### config.mk
export PLATFORM = sky130hd
export DESIGN_NAME = ci_master
export DESIGN_NICKNAME = d
export VERILOG_FILES = /design/src/rtl/ci_master.sv
export SDC_FILE = /design/constraint.sdc
export NUM_CORES = 1
export LEC_CHECK = 0
export ABC_AREA = 1
export BUFFER_PORTS_ARGS = -buffer_cell sky130_fd_sc_hd__buf_2
export CAP_MARGIN = 10
export CORE_UTILIZATION = 45
export DETAILED_ROUTE_END_ITERATION = 10
export PLACE_DENSITY_LB_ADDON = 0.25
export SLEW_MARGIN = 10
export SYNTH_ARGS = -nofsm -noshare
export SYNTH_HDL_FRONTEND = slang
export SYNTH_SLANG_ARGS = --single-unit
### constraint.sdc
create_clock -name clk -period 2 [get_ports clk]
set_clock_uncertainty 0.1 [all_clocks]
set_input_delay 0.2 -clock clk [delete_from_list [all_inputs] [get_ports clk]]
set_output_delay 0.2 -clock clk [all_outputs]
set_load 0.05 [all_outputs]
### src/rtl/ci_master.sv
// Initiator for the multi-cycle custom-instruction slave interface.
// Optional watchdog abort in WAIT enabled by defining CI_MASTER_TIMEOUT_EN.
module ci_master #(
    parameter int DATA_W         = 32,
    parameter int N_W            = 8,
    parameter int CNT_W          = 16,
    parameter int TIMEOUT_CYCLES = 1024
) (
    input  logic              clk,
    input  logic              reset_n,
    input  logic              req_valid,
    output logic              req_ready,
    input  logic [DATA_W-1:0] req_dataa,
    input  logic [DATA_W-1:0] req_datab,
    input  logic [N_W-1:0]    req_n,
    output logic              ci_clk_en,
    output logic              ci_start,
    output logic [DATA_W-1:0] ci_dataa,
    output logic [DATA_W-1:0] ci_datab,
    output logic [N_W-1:0]    ci_n,
    input  logic              ci_done,
    input  logic [DATA_W-1:0] ci_result,
    output logic              rsp_valid,
    input  logic              rsp_ready,
    output logic [DATA_W-1:0] rsp_result,
    output logic              rsp_timeout,
    output logic              busy,
    output logic [CNT_W-1:0]  op_count
);

    typedef enum logic [1:0] {
        IDLE,
        ISSUE,
        WAIT,
        RESP
    } state_t;

    state_t state;
    state_t state_nx;

    logic accept;
    logic active;
    logic capture;
    logic abort;
    logic expired;
    logic release_rsp;

    assign req_ready = (state == IDLE);
    assign busy      = (state != IDLE);
    assign ci_start  = (state == ISSUE);
    assign ci_clk_en = active;

    assign active      = (state == ISSUE) || (state == WAIT);
    assign accept      = (state == IDLE) && req_valid;
    assign release_rsp = (state == RESP) && rsp_valid && rsp_ready;

`ifdef CI_MASTER_TIMEOUT_EN
    localparam int WD_W = $clog2(TIMEOUT_CYCLES) + 1;

    logic [WD_W-1:0] wdog;

    // wdog holds the number of active cycles already completed,
    // so the limit is hit during the TIMEOUT_CYCLES-th active cycle.
    assign expired = (wdog == WD_W'(TIMEOUT_CYCLES - 1));

    always_ff @(posedge clk) begin
        if (!reset_n) begin
            wdog        <= '0;
            rsp_timeout <= 1'b0;
        end else begin
            if (accept) begin
                wdog <= '0;
            end else if (active && !expired) begin
                wdog <= wdog + WD_W'(1);
            end
            if (capture || release_rsp) begin
                rsp_timeout <= 1'b0;
            end else if (abort) begin
                rsp_timeout <= 1'b1;
            end
        end
    end
`else
    assign expired     = 1'b0;
    assign rsp_timeout = 1'b0;
`endif

    always_comb begin
        state_nx = state;
        capture  = 1'b0;
        abort    = 1'b0;
        unique case (state)
            IDLE: begin
                if (req_valid) begin
                    state_nx = ISSUE;
                end
            end
            ISSUE, WAIT: begin
                if (ci_done) begin
                    capture  = 1'b1;
                    state_nx = RESP;
                end else if (expired) begin
                    abort    = 1'b1;
                    state_nx = RESP;
                end else begin
                    state_nx = WAIT;
                end
            end
            RESP: begin
                if (rsp_valid && rsp_ready) begin
                    state_nx = IDLE;
                end
            end
        endcase
    end

    always_ff @(posedge clk) begin
        if (!reset_n) begin
            state <= IDLE;
        end else begin
            state <= state_nx;
        end
    end

    always_ff @(posedge clk) begin
        if (!reset_n) begin
            ci_dataa <= '0;
            ci_datab <= '0;
            ci_n     <= '0;
        end else if (accept) begin
            ci_dataa <= req_dataa;
            ci_datab <= req_datab;
            ci_n     <= req_n;
        end
    end

    always_ff @(posedge clk) begin
        if (!reset_n) begin
            rsp_valid  <= 1'b0;
            rsp_result <= '0;
            op_count   <= '0;
        end else begin
            if (capture) begin
                rsp_valid  <= 1'b1;
                rsp_result <= ci_result;
                op_count   <= op_count + CNT_W'(1);
            end else if (abort) begin
                rsp_valid  <= 1'b1;
                rsp_result <= '1;
            end else if (release_rsp) begin
                rsp_valid <= 1'b0;
            end
        end
    end

endmodule

---- After elaboration in Yosys (flattened, before gate mapping) ----
Cells that the tools add are included.
cells by class
  add/subtract/negate cells ............... 1
  eq/ne operators ......................... 5
  muxes and demuxes ....................... 9
  reductions and logical operators ........ 10
operator list
  operator                 count
  $mux W32                 1
  $add A16 B1 Y16 const B  1
  $pmux W2 S3              1
  $mux W1                  5
  $eq A2 B2 Y1 const B     2
  $logic_and A1 B1 Y1      4
  $mux W2                  2
  $reduce_bool A2 Y1       2
  $eq A2 B1 Y1 const B     1
  $logic_not A2 Y1         1
  $ne A2 B1 Y1 const B     1
  $ne A2 B2 Y1 const B     1
  $reduce_and A2 Y1        1
  $reduce_or A2 Y1         1
  $logic_or A1 B1 Y1       1
storage, ports and cells
  flip-flop bits (word level) ............. 123
  input port bits ......................... 109
  output and inout port bits .............. 126
  logic and storage cells ................. 32

---- Logic depth before layout (Yosys ltp) ----
Gate-level depths: netlist of the first run.
  depth after elaboration ................. 5
  depth in mapped cells ................... 10

---- Worst setup path before layout of the first run ----
No wires, ideal clock.
  kind .................................... reg-to-reg
  start ................................... register state[1]
  end ..................................... register state[1]
  setup time .............................. 0.070 ns
  arrival time ............................ 1.814 ns
  data required time ...................... 1.830 ns
  path slack .............................. 0.015 ns
  stages on the path, launching flop included .. 7
  period minus slack after synthesis ...... 1.985 ns
  cell sequence ........................... dfxtp_1 > inv_1 > ha_1 > inv_1 > o21ai_0 > o21ai_0 > a21oi_1
between the ends
  cells in the longest elaborated chain, start to end .. 3
  elaborated cells between the ends (all ways) .. 9
  those cells by class .................... eq/ne (5); mux (1); reduce/logical (3)
ends and longest elaborated chain
  item                         RTL line  text
  start: declaration           38        state_t state;
  start signal: assignment     121       state <= state_nx;
  $logic_not A2 Y1 (*)         --
  net req_ready                12        output logic req_ready,
  $ne A2 B2 Y1 (no line)       --
  $reduce_and A2 Y1 (no line)  --
The timed path passes the listed nets; every way through them passes the cells marked *.
A chain may end at the register's enable or synchronous reset.

---- Final worst setup path of the first run ----
  start ................................... register state[0]
  end ..................................... output port ci_clk_en
between the ends
  cells in the longest elaborated chain, start to end .. 2
  elaborated cells between the ends (all ways) .. 3
  those cells by class .................... eq/ne (2); reduce/logical (1)
ends and longest elaborated chain
  item                                          RTL line  text
  $eq A2 B1 Y1 or $eq A2 B2 Y1 (tied branches)  53        assign active = (state == ISSUE) || (state == WAIT);
  $logic_or A1 B1 Y1 (*)                        53
  end: declaration                              16        output logic ci_clk_en,
Every way passes the cells marked *; elsewhere a longest branch is shown, timed or not.

==> flow_metrics.py, run 1 <==
metrics = {
    "run_status": {
        "status": "finished clean",
    },
    "timing": {
        "period_needed_ps": 1930,
        "rsz0062_at_grt": "false",
        "whs_ps": 48.1,
        "report.final.slew_viol_count": 0,
        "hold_viol": 0,
        "setup_violations": 0,
        "timing.final.crit_share_pct": 96.3,
        "tns_ps": 0,
        "fmax_mhz": 519,
    },
    "synthesis": {
        "ys_seq_area_share_pct": 53.6,
        "synth.top_cell.area_share_pct": 53.6,
        "synthCells": 586,
        "yosys_warnings": 0,
        "synth.most_common_cell": "nor2_1",
        "synth_cell_types": 33,
        "ys_ff_latch": 123,
        "synthFlopType": "dfxtp_1",
        "async_flop_share_pct": 0,
        "synth_area_leaders": "dfxtp_1 (54%), nor2_1 (19%), o21ai_0 (12%), nand2_1 (2.2%), clkbuf_1 (1.3%)",
        "synth.top_cells.by_count": "nor2_1 (228), dfxtp_1 (123), o21ai_0 (112), nand2_1 (27), clkbuf_1 (16)",
        "synth_edf_count": 0,
        "synth.cell_area_um2": 4600,
        "yosysTopAreaCell": "dfxtp_1",
        "syn-mean-instance-area_um2": 7.84,
        "syn_nets": 699,
    },
    "die": {
        "dieArea_um2": 10600,
        "die_y_um": 103,
        "start_util_pct": 46.8,
        "core_area_um2": 9820,
        "ios": 235,
        "chipWidth_um": 103,
        "rows": 36,
    },
    "power": {
        "switching_share_pct": 46.4,
        "p_comb_share_pct": 44.9,
        "p_clk_share_pct": 25.9,
        "seq_power_share_pct": 29.2,
        "p_per_area_nw_per_um2": 1590,
        "cellLeakagePower_nw": 3.63,
        "internal_power_mw": 6.38,
        "p_sw_mw": 5.53,
        "peakVddDrop_v": 0.00104,
    },
    "clock_network": {
        "numCtsBuffers": 17,
        "cts-root-buf": "clkbuf_8",
        "post_cts_resized": 0,
        "cts_tree": "done",
        "clkTransAtPathRegs_ps": 60,
        "htreeDepth": 4,
        "cts_setup_buffers": 0,
        "clk_latency_ps": 520,
        "cts_max_path_buffers": 2,
        "cts.sinks": 123,
    },
    "global_routing": {
        "grtUsageTotal_pct": 29.0,
        "grt_overflow": 0,
        "grt_max_degree": 73,
        "grt_pass1_vias": 5035,
        "antenna_found_initial": 0,
        "grt_pass1_wl_um": 23300,
    },
    "worst_setup_path": {
        "critPathKind": "flip-flop to primary output",
        "crit_fanout": 4,
        "r2r-start": "state[0]$_SDFFE_PN0P_",
        "rrSetupSlack_ps": 190,
        "critPathRequiredTime_ps": 1700,
        "reg2reg_to": "op_count[9]$_SDFFE_PN0P_",
        "arrival_ps": 1630,
        "r2r_cells": 7,
        "setup.worst_path.start_class": "flip-flop",
        "cp-endpoint": "ci_clk_en",
        "end_kind": "primary output",
        "cp-startpoint": "state[0]$_SDFFE_PN0P_",
    },
    "routing": {
        "drtIter0Drc": 171,
        "wire_per_inst_um": 14.6,
        "wl_um": 15500,
        "drt_pass1_iterations": 4,
        "vias": 5219,
        "drtAntennaViolNets": 0,
        "avgViaCountPerCell": 4.92,
        "drc": 0,
    },
    "finish": {
        "drive_above_1_share_pct": 31.5,
        "final_area_um2": 7480,
        "fillers": 676,
        "area_delta_synth_final_pct": 62.8,
        "num_antenna_cells": 0,
        "nets": 1027,
    },
    "worst_hold_path": {
        "hold_path.class": "input pin to flip-flop",
    },
    "run": {
        "maxCapViolCount": 0,
    },
    "placed_design": {
        "hpwl_um": 8790,
        "dpl_cell_area_um2": 5830,
        "gp_congestion": 0.771,
        "numPortBuffers": 233,
    },
}
==> cell usage in the layout (no fill, tap or decap), types with 2 or more instances in the layout <==
cell / instances
buf_2: 233
nor2_1: 228
dfxtp_1: 123
o21ai_0: 112
dlygate4sd3_1: 105
nand2_1: 26
clkbuf_16: 16
inv_1: 13
a21oi_1: 8
nor2_2: 6
ha_1: 4
clkbuf_8: 4
clkinv_2: 4
nand2_2: 3
nand3_1: 3
nand3_2: 3
bufinv_16: 3
buf_4: 3
buf_12: 3
nand2_4: 2
nor2_8: 2
xor2_1: 2
nand4_1: 2
a31oi_1: 2
clkinv_4: 2
clkinvlp_4: 2
==> cell families (layout without fill, tap and decap cells) <==
kind of cell               count (synthesis)  after routing  synth area share (%)
adders and majority gates                  4              4                  1.09
other                                      1              1                0.0816
buffers and inverters                     50            391                  5.31
xor gates and xnor gates                   2              2                 0.381
and+or+nand+nor                          281            281                  25.7
DFF                                      123            123                  53.6
AOI/OAI and AO/OA                        125            125                  13.9
==> power groups by stage <==
stage	Combinational, mW	Sequential, mW	Clock [mW]
2_1_floorplan	1.79	5.71	0
3_3_place_gp	5.01	3.46	0
3_5_place_dp	5.09	3.50	0
4_1_cts	5.28	3.46	3.11
5_1_grt	5.73	3.56	3.23
6_report	5.35	3.48	3.08
==> metrics by stage <==
step                power (mW)  setup WS, ps  std cells  util (%)
finish                    11.9          73.4       1060      76.2
global route              12.5          5.73       1060      76.2
CTS                       11.8          51.6       1060      76.2
detailed placement        8.60           199        923      59.4
global placement          8.47           261        923      59.4
floorplan                 7.49          15.4        586         -
==> how the worst min path moves through the flow <==
stage | from | to | cells past startpoint
after floorplan | ci_result[0] | rsp_result[0]$_SDFFE_PN0P_ | 2
after global placement | ci_result[22] | rsp_result[22]$_SDFFE_PN0P_ | 3
after detailed placement | req_datab[17] | ci_datab[17]$_SDFFE_PN0P_ | 3
after CTS | reset_n | op_count[14]$_SDFFE_PN0P_ | 3
after global routing | reset_n | op_count[9]$_SDFFE_PN0P_ | 3
final | reset_n | op_count[14]$_SDFFE_PN0P_ | 3
==> per-layer routing <==
layer	track usage (%)	share of wire [%]	up-vias
li1	-	-	2533
met1	28.9	38	2362
met2	50.3	50	245
met3	9.42	6.8	79
met4	22.1	5.8	0
met5	0	0	-
==> sequential cells by signal, indices dropped and copies added (netlist names) <==
name and count:
rsp_valid 1, op_count 16, ci_datab 32, state 2, ci_dataa 32, rsp_result 32, ci_n 8
==> critical path, stage by stage (launching register included) <==
cell and delay (ps):
dfxtp_1 370, inv_1 80, ha_1 360, buf_2 310
==> area by class of cell <==
type / instances / area (µm²) / area share (%)
Timing Repair Buffer: 344 / 2300 / 30.7
Tap cell: 133 / 166 / 2.22
Clock buffer: 21 / 459 / 6.14
Sequential cell: 123 / 2460 / 32.9
Inverter: 15 / 58.8 / 0.786
Clock inverter: 11 / 143 / 1.91
Multi-Input combinational cell: 413 / 1890 / 25.3
==> repair_timing <==
item / CTS / global route
hold endpoints to repair: 105 / 0
setup endpoints to repair: 0 / 0
hold buffers: 105 / 0
No activity file was read; power rests on OpenSTA's default activity.
==> run 2: changes to the inputs <==
CORE_UTILIZATION = 47   (was 45)
CTS_BUF_LIST = sky130_fd_sc_hd__clkbuf_2   (was unset)
==> run 2 against run 1 <==
Against the previous run:
- maximum frequency is 1.3% lower
- clock power fell by 55%
- via count grew 8.2%
- final cell count grew 3.5%
- worst hold slack better by 170 ps
==> flow_metrics.py, run 2 (same netlist as run 1, synthesis figures left out) <==
metrics = {
    "run_status": {
        "status": "finished clean",
    },
    "global_routing": {
        "grt_max_degree": 71,
        "antenna_found_initial": 0,
        "grtUsageTotal_pct": 32.2,
        "grt_pass1_wl_um": 25300,
        "grt_overflow": 0,
        "grt_pass1_vias": 5469,
    },
    "placed_design": {
        "dp_cells": 919,
        "numPortBuffers": 233,
        "hpwl_um": 8660,
        "gp_congestion": 0.797,
    },
    "routing": {
        "wl_um": 17000,
        "drt_pass1_iterations": 5,
        "vias": 5647,
        "drtAntennaViolNets": 0,
        "drc": 0,
        "avgViaCountPerCell": 5.15,
        "wire_per_inst_um": 15.5,
        "drtIter0Drc": 291,
    },
    "worst_hold_path": {
        "worstHoldEndpoint": "rsp_result[13]$_SDFFE_PN0P_",
        "hold_path.class": "input pin to flip-flop",
        "hp-start": "ci_result[13]",
        "whs_path_depth": 4,
    },
    "finish": {
        "nets": 1068,
        "register_area_um2": 2460,
        "num_antenna_cells": 0,
        "multi_input_area_um2": 1930,
        "fillers": 566,
        "finish.utilization_pct": 80.9,
        "drive_above_1_share_pct": 30.8,
        "layout_common_cells": "buf_2 (231), nor2_1 (228), dlygate4sd3_1 (143), dfxtp_1 (122), o21ai_0 (109)",
        "layout.cells.non_filler": 1097,
        "top_regs": "ci_dataa: 32 flops, ci_datab: 32 flops, rsp_result: 32 flops",
        "area_delta_synth_final_pct": 64.9,
        "mostFrequentLayoutCell": "buf_2",
    },
    "worst_setup_path": {
        "reg2reg_to": "ci_datab[27]$_SDFFE_PN0P_",
        "crit_slowest_cell": "dlygate4sd3_1",
        "crit_fanout": 17,
        "cpPeakStageDelay_ps": 590,
        "critPathRequiredTime_ps": 2440,
        "r2r_cells": 7,
        "cp-startpoint": "state[1]$_SDFFE_PN0P_",
        "end_kind": "flip-flop",
        "critPathKind": "flip-flop to flip-flop",
        "r2r-start": "state[1]$_SDFFE_PN0P_",
        "arrival_ps": 2400,
        "setup.worst_path.start_class": "flip-flop",
        "rrSetupSlack_ps": 50,
        "path_cells": "inv_1, ha_4, nand2_8, buf_12, o21ai_0, dlygate4sd3_1, nor2_1",
    },
    "timing": {
        "period_needed_ps": 1950,
        "fmax_mhz": 512,
        "hold_viol": 0,
        "whs_ps": 221,
        "timing.final.crit_share_pct": 97.6,
        "setup_violations": 0,
        "report.final.slew_viol_count": 0,
    },
    "clock_network": {
        "clkTransAtPathRegs_ps": 220,
        "clk_latency_ps": 650,
        "cts_max_path_buffers": 2,
        "numCtsBuffers": 17,
        "cts-root-buf": "clkbuf_2",
        "cts_tree": "done",
        "htreeDepth": 4,
        "cts.sinks": 123,
    },
    "die": {
        "chipWidth_um": 101,
        "ios": 235,
        "die_y_um": 101,
        "start_util_pct": 49.0,
        "rows": 35,
        "core_area_um2": 9370,
        "dieArea_um2": 10200,
    },
    "power": {
        "peakVddDrop_v": 0.00121,
        "p_per_area_nw_per_um2": 1430,
        "cellLeakagePower_nw": 3.63,
        "finalPower_mw": 10.8,
    },
    "run": {
        "maxCapViolCount": 0,
    },
}
run 2: changes by cell type in the layout (fill, tap and decap cells not counted), sizes merged:
cell	previous run	this run
bufinv	3	0
clkbuf	21	19
clkinvlp	2	6
clkinv	6	2
inv	15	22
dlygate4sd3	105	143
buf	239	240
run 2: power by group:
| part | internal (mW) | switching [mW] |
|---|---|---|
| logic | 1.64 | 4.30 |
| clock network | 0.338 | 1.04 |
| registers | 3.12 | 0.374 |
run 2: repair_timing:
action | CTS | global route
resized for setup | 5 | 17
hold endpoints to repair | 115 | 0
hold buffers | 144 | 0
endpoints found under the setup margin | 2 | 33
pin swaps | 0 | 1
gates cloned | 0 | 2
buffers inserted | 0 | 1
run 2: critical path: cells and delay by family (launching register included):
kind / cells / cell delay, ps
and+or+nand+nor: 2 / 140
buffers and inverters: 3 / 900
AOI/OAI and AO/OA: 1 / 190
DFF: 1 / 350
adders and majority gates: 1 / 200
run 2: layout make-up:
type                    instances  area share [%]
repair buffers                385            36.5
clock inverters                15            1.50
multi-input cells             413            25.5
flip-flops and latches        123            32.5
well taps                     129            2.13
clock buffers                  17            1.12
inverters                      15           0.809
run 2: how the worst max path moves through the flow:
| stage | end | slack (ps) |
|---|---|---|
| floorplan | state[1]$_SDFFE_PN0P_ | 20 |
| global placement | op_count[9]$_SDFFE_PN0P_ | 280 |
| detailed placement | op_count[9]$_SDFFE_PN0P_ | 210 |
| CTS | ci_dataa[24]$_SDFFE_PN0P_ | 20 |
| global route | ci_datab[27]$_SDFFE_PN0P_ | -8 |
| finish | ci_datab[27]$_SDFFE_PN0P_ | 50 |
run 2: stage by stage:
step	setup slack, ps	area [µm²]	setup TNS (ps)
CTS	24.3	7470	0
detailed placement	215	5810	0
global placement	278	5810	0
floorplan	15.4	4600	0
finish	47.5	7580	0
global route	-8.12	7580	-24.7
run 2: layer usage:
layer / vias up / part of all wire (%) / track usage, %
li1: 2615 / - / -
met1: 2606 / 36 / 32.5
met2: 325 / 50 / 56.8
met3: 101 / 8.1 / 10.4
met4: 0 / 6.1 / 21.3
met5: - / 0 / 0
==> run 3: changes to the inputs <==
BUFFER_PORTS_ARGS = -buffer_cell sky130_fd_sc_hd__buf_4   (was -buffer_cell sky130_fd_sc_hd__buf_2)
CELL_PAD_IN_SITES_DETAIL_PLACEMENT = 0   (was unset)
CELL_PAD_IN_SITES_GLOBAL_PLACEMENT = 2   (was unset)
CORE_UTILIZATION = 25   (was 47)
GPL_ROUTABILITY_DRIVEN = 0   (was unset)
==> run 3 against run 2 <==
Against the previous run:
- setup slack gained 70 ps
- sequential power is essentially flat
- largest power group unchanged
- critical path type unchanged
- non-clock buffer count grew 29
==> flow_metrics.py, run 3 (same netlist as run 1, synthesis figures left out) <==
metrics = {
    "routing": {
        "drc": 0,
        "drt_pass1_iterations": 5,
        "drtIter0Drc": 223,
        "wl_um": 17300,
        "avgViaCountPerCell": 4.40,
        "vias": 5393,
        "drtAntennaViolNets": 0,
        "wire_per_inst_um": 14.1,
    },
    "die": {
        "rows": 49,
        "dieArea_um2": 18900,
        "ios": 235,
        "start_util_pct": 25.6,
        "core_area_um2": 18000,
        "chipWidth_um": 138,
        "die_y_um": 138,
    },
    "power": {
        "peakVddDrop_v": 0.000729,
        "cellLeakagePower_nw": 3.88,
        "p_per_area_nw_per_um2": 1340,
    },
    "finish": {
        "fillers": 1727,
        "register_area_um2": 2460,
        "layout.cells.non_filler": 1226,
        "finish.utilization_pct": 47.7,
        "area_delta_synth_final_pct": 86.4,
        "multi_input_area_um2": 1910,
        "drive_above_1_share_pct": 29.8,
        "layout_common_cells": "buf_4 (235), nor2_1 (228), dlygate4sd3_1 (170), dfxtp_1 (121), o21ai_0 (105)",
        "mostFrequentLayoutCell": "buf_4",
        "top_regs": "ci_dataa: 32 flops, ci_datab: 32 flops, rsp_result: 32 flops",
        "nets": 1097,
    },
    "clock_network": {
        "clkTransAtPathRegs_ps": 180,
        "cts_tree": "done",
        "cts_max_path_buffers": 2,
        "htreeDepth": 4,
        "cts.sinks": 123,
        "cts-root-buf": "clkbuf_2",
        "clk_latency_ps": 660,
        "numCtsBuffers": 17,
    },
    "placed_design": {
        "dp_cells": 1019,
        "pre_cts_slack_ps": 229,
        "hpwl_um": 10300,
        "numPortBuffers": 233,
    },
    "worst_setup_path": {
        "arrival_ps": 2370,
        "rrSetupSlack_ps": 120,
        "crit_slowest_cell": "dlygate4sd3_1",
        "path_cells": "inv_2, ha_4, nand2_4, buf_12, o21ai_0, dlygate4sd3_1, nor2_1",
        "cpPeakStageDelay_ps": 580,
        "critPathKind": "flip-flop to flip-flop",
        "critPathRequiredTime_ps": 2480,
        "crit_fanout": 18,
        "end_kind": "flip-flop",
        "setup.worst_path.start_class": "flip-flop",
        "r2r_cells": 7,
    },
    "timing": {
        "finalWorstSetupSlack_ps": 118,
        "hold_viol": 0,
        "period_needed_ps": 1880,
        "fmax_mhz": 531,
        "report.final.slew_viol_count": 0,
        "rsz0062_at_grt": "false",
        "timing.final.crit_share_pct": 94.1,
        "tns_ps": 0,
        "setup_violations": 0,
    },
    "global_routing": {
        "grtUsageTotal_pct": 17.1,
        "antenna_found_initial": 1,
        "grt_pass1_vias": 5204,
        "grt_max_degree": 73,
        "grt_overflow": 0,
        "grt_pass1_wl_um": 25100,
    },
    "worst_hold_path": {
        "hold_path.class": "input pin to flip-flop",
        "whs_path_depth": 4,
    },
    "run_status": {
        "status": "finished clean",
    },
    "run": {
        "maxCapViolCount": 0,
    },
}
run 3: cell type report:
type / instances / share of cell area, %
clock buffers: 20 / 1.17
inverters: 15 / 0.687
flip-flops and latches: 123 / 28.8
diodes: 2 / 0.0584
well taps: 229 / 3.35
clock inverters: 10 / 1.20
repair buffers: 414 / 42.5
multi-input cells: 413 / 22.3
run 3: final timing paths:
path | startpoint | to
max reg2reg | state[0]$_SDFFE_PN0P_ | ci_dataa[10]$_SDFFE_PN0P_
min | ci_result[29] | rsp_result[29]$_SDFFE_PN0P_
min reg2reg | rsp_result[15]$_SDFFE_PN0P_ | rsp_result[15]$_SDFFE_PN0P_
max | state[0]$_SDFFE_PN0P_ | ci_dataa[10]$_SDFFE_PN0P_
run 3: metrics by stage:
step / cell area (µm²) / power, mW / hold WS, ps
after floorplan: 4600 / 7.49 / 263
final: 8570 / 11.4 / 227
after CTS: 8470 / 11.2 / 122
after global placement: 6540 / 9.16 / 349
after detailed placement: 6540 / 9.24 / 357
after global routing: 8570 / 12.1 / 136
run 3: worst max-delay path, delay by kind of cell (launching register included):
family,cells,cell delay (ps)
buf+inv,3,840
flops,1,370
compound gates,1,180
fa+ha+maj,1,160
simple gates,2,160
run 3: what timing repair did:
| action | in CTS | in global routing |
|---|---|---|
| hold buffers | 170 | 0 |
| setup buffers | 0 | 2 |
| setup endpoints to repair | 2 | 60 |
| cloned | 0 | 3 |
| endpoints found under the hold margin | 122 | 0 |
| resized for setup | 5 | 13 |
run 3: power by group:
part	total, mW	leakage (nW)	internal, mW	switching (mW)
Sequential	3.49	1.01	3.12	0.369
Combinational	6.49	2.74	2.21	4.28
Clock	1.47	0.122	0.554	0.915
Total	11.4	3.88	5.88	5.56
run 3: metal layers:
metal | vias up | share of wire (%) | GRT usage, % | wire (µm)
met5 | - | 0 | 0 | 0
met4 | 0 | 3.2 | 8.85 | 556
met3 | 35 | 5.8 | 4.56 | 1010
met2 | 177 | 50 | 29.9 | 8690
met1 | 2511 | 41 | 18.9 | 7080
li1 | 2670 | - | - | -
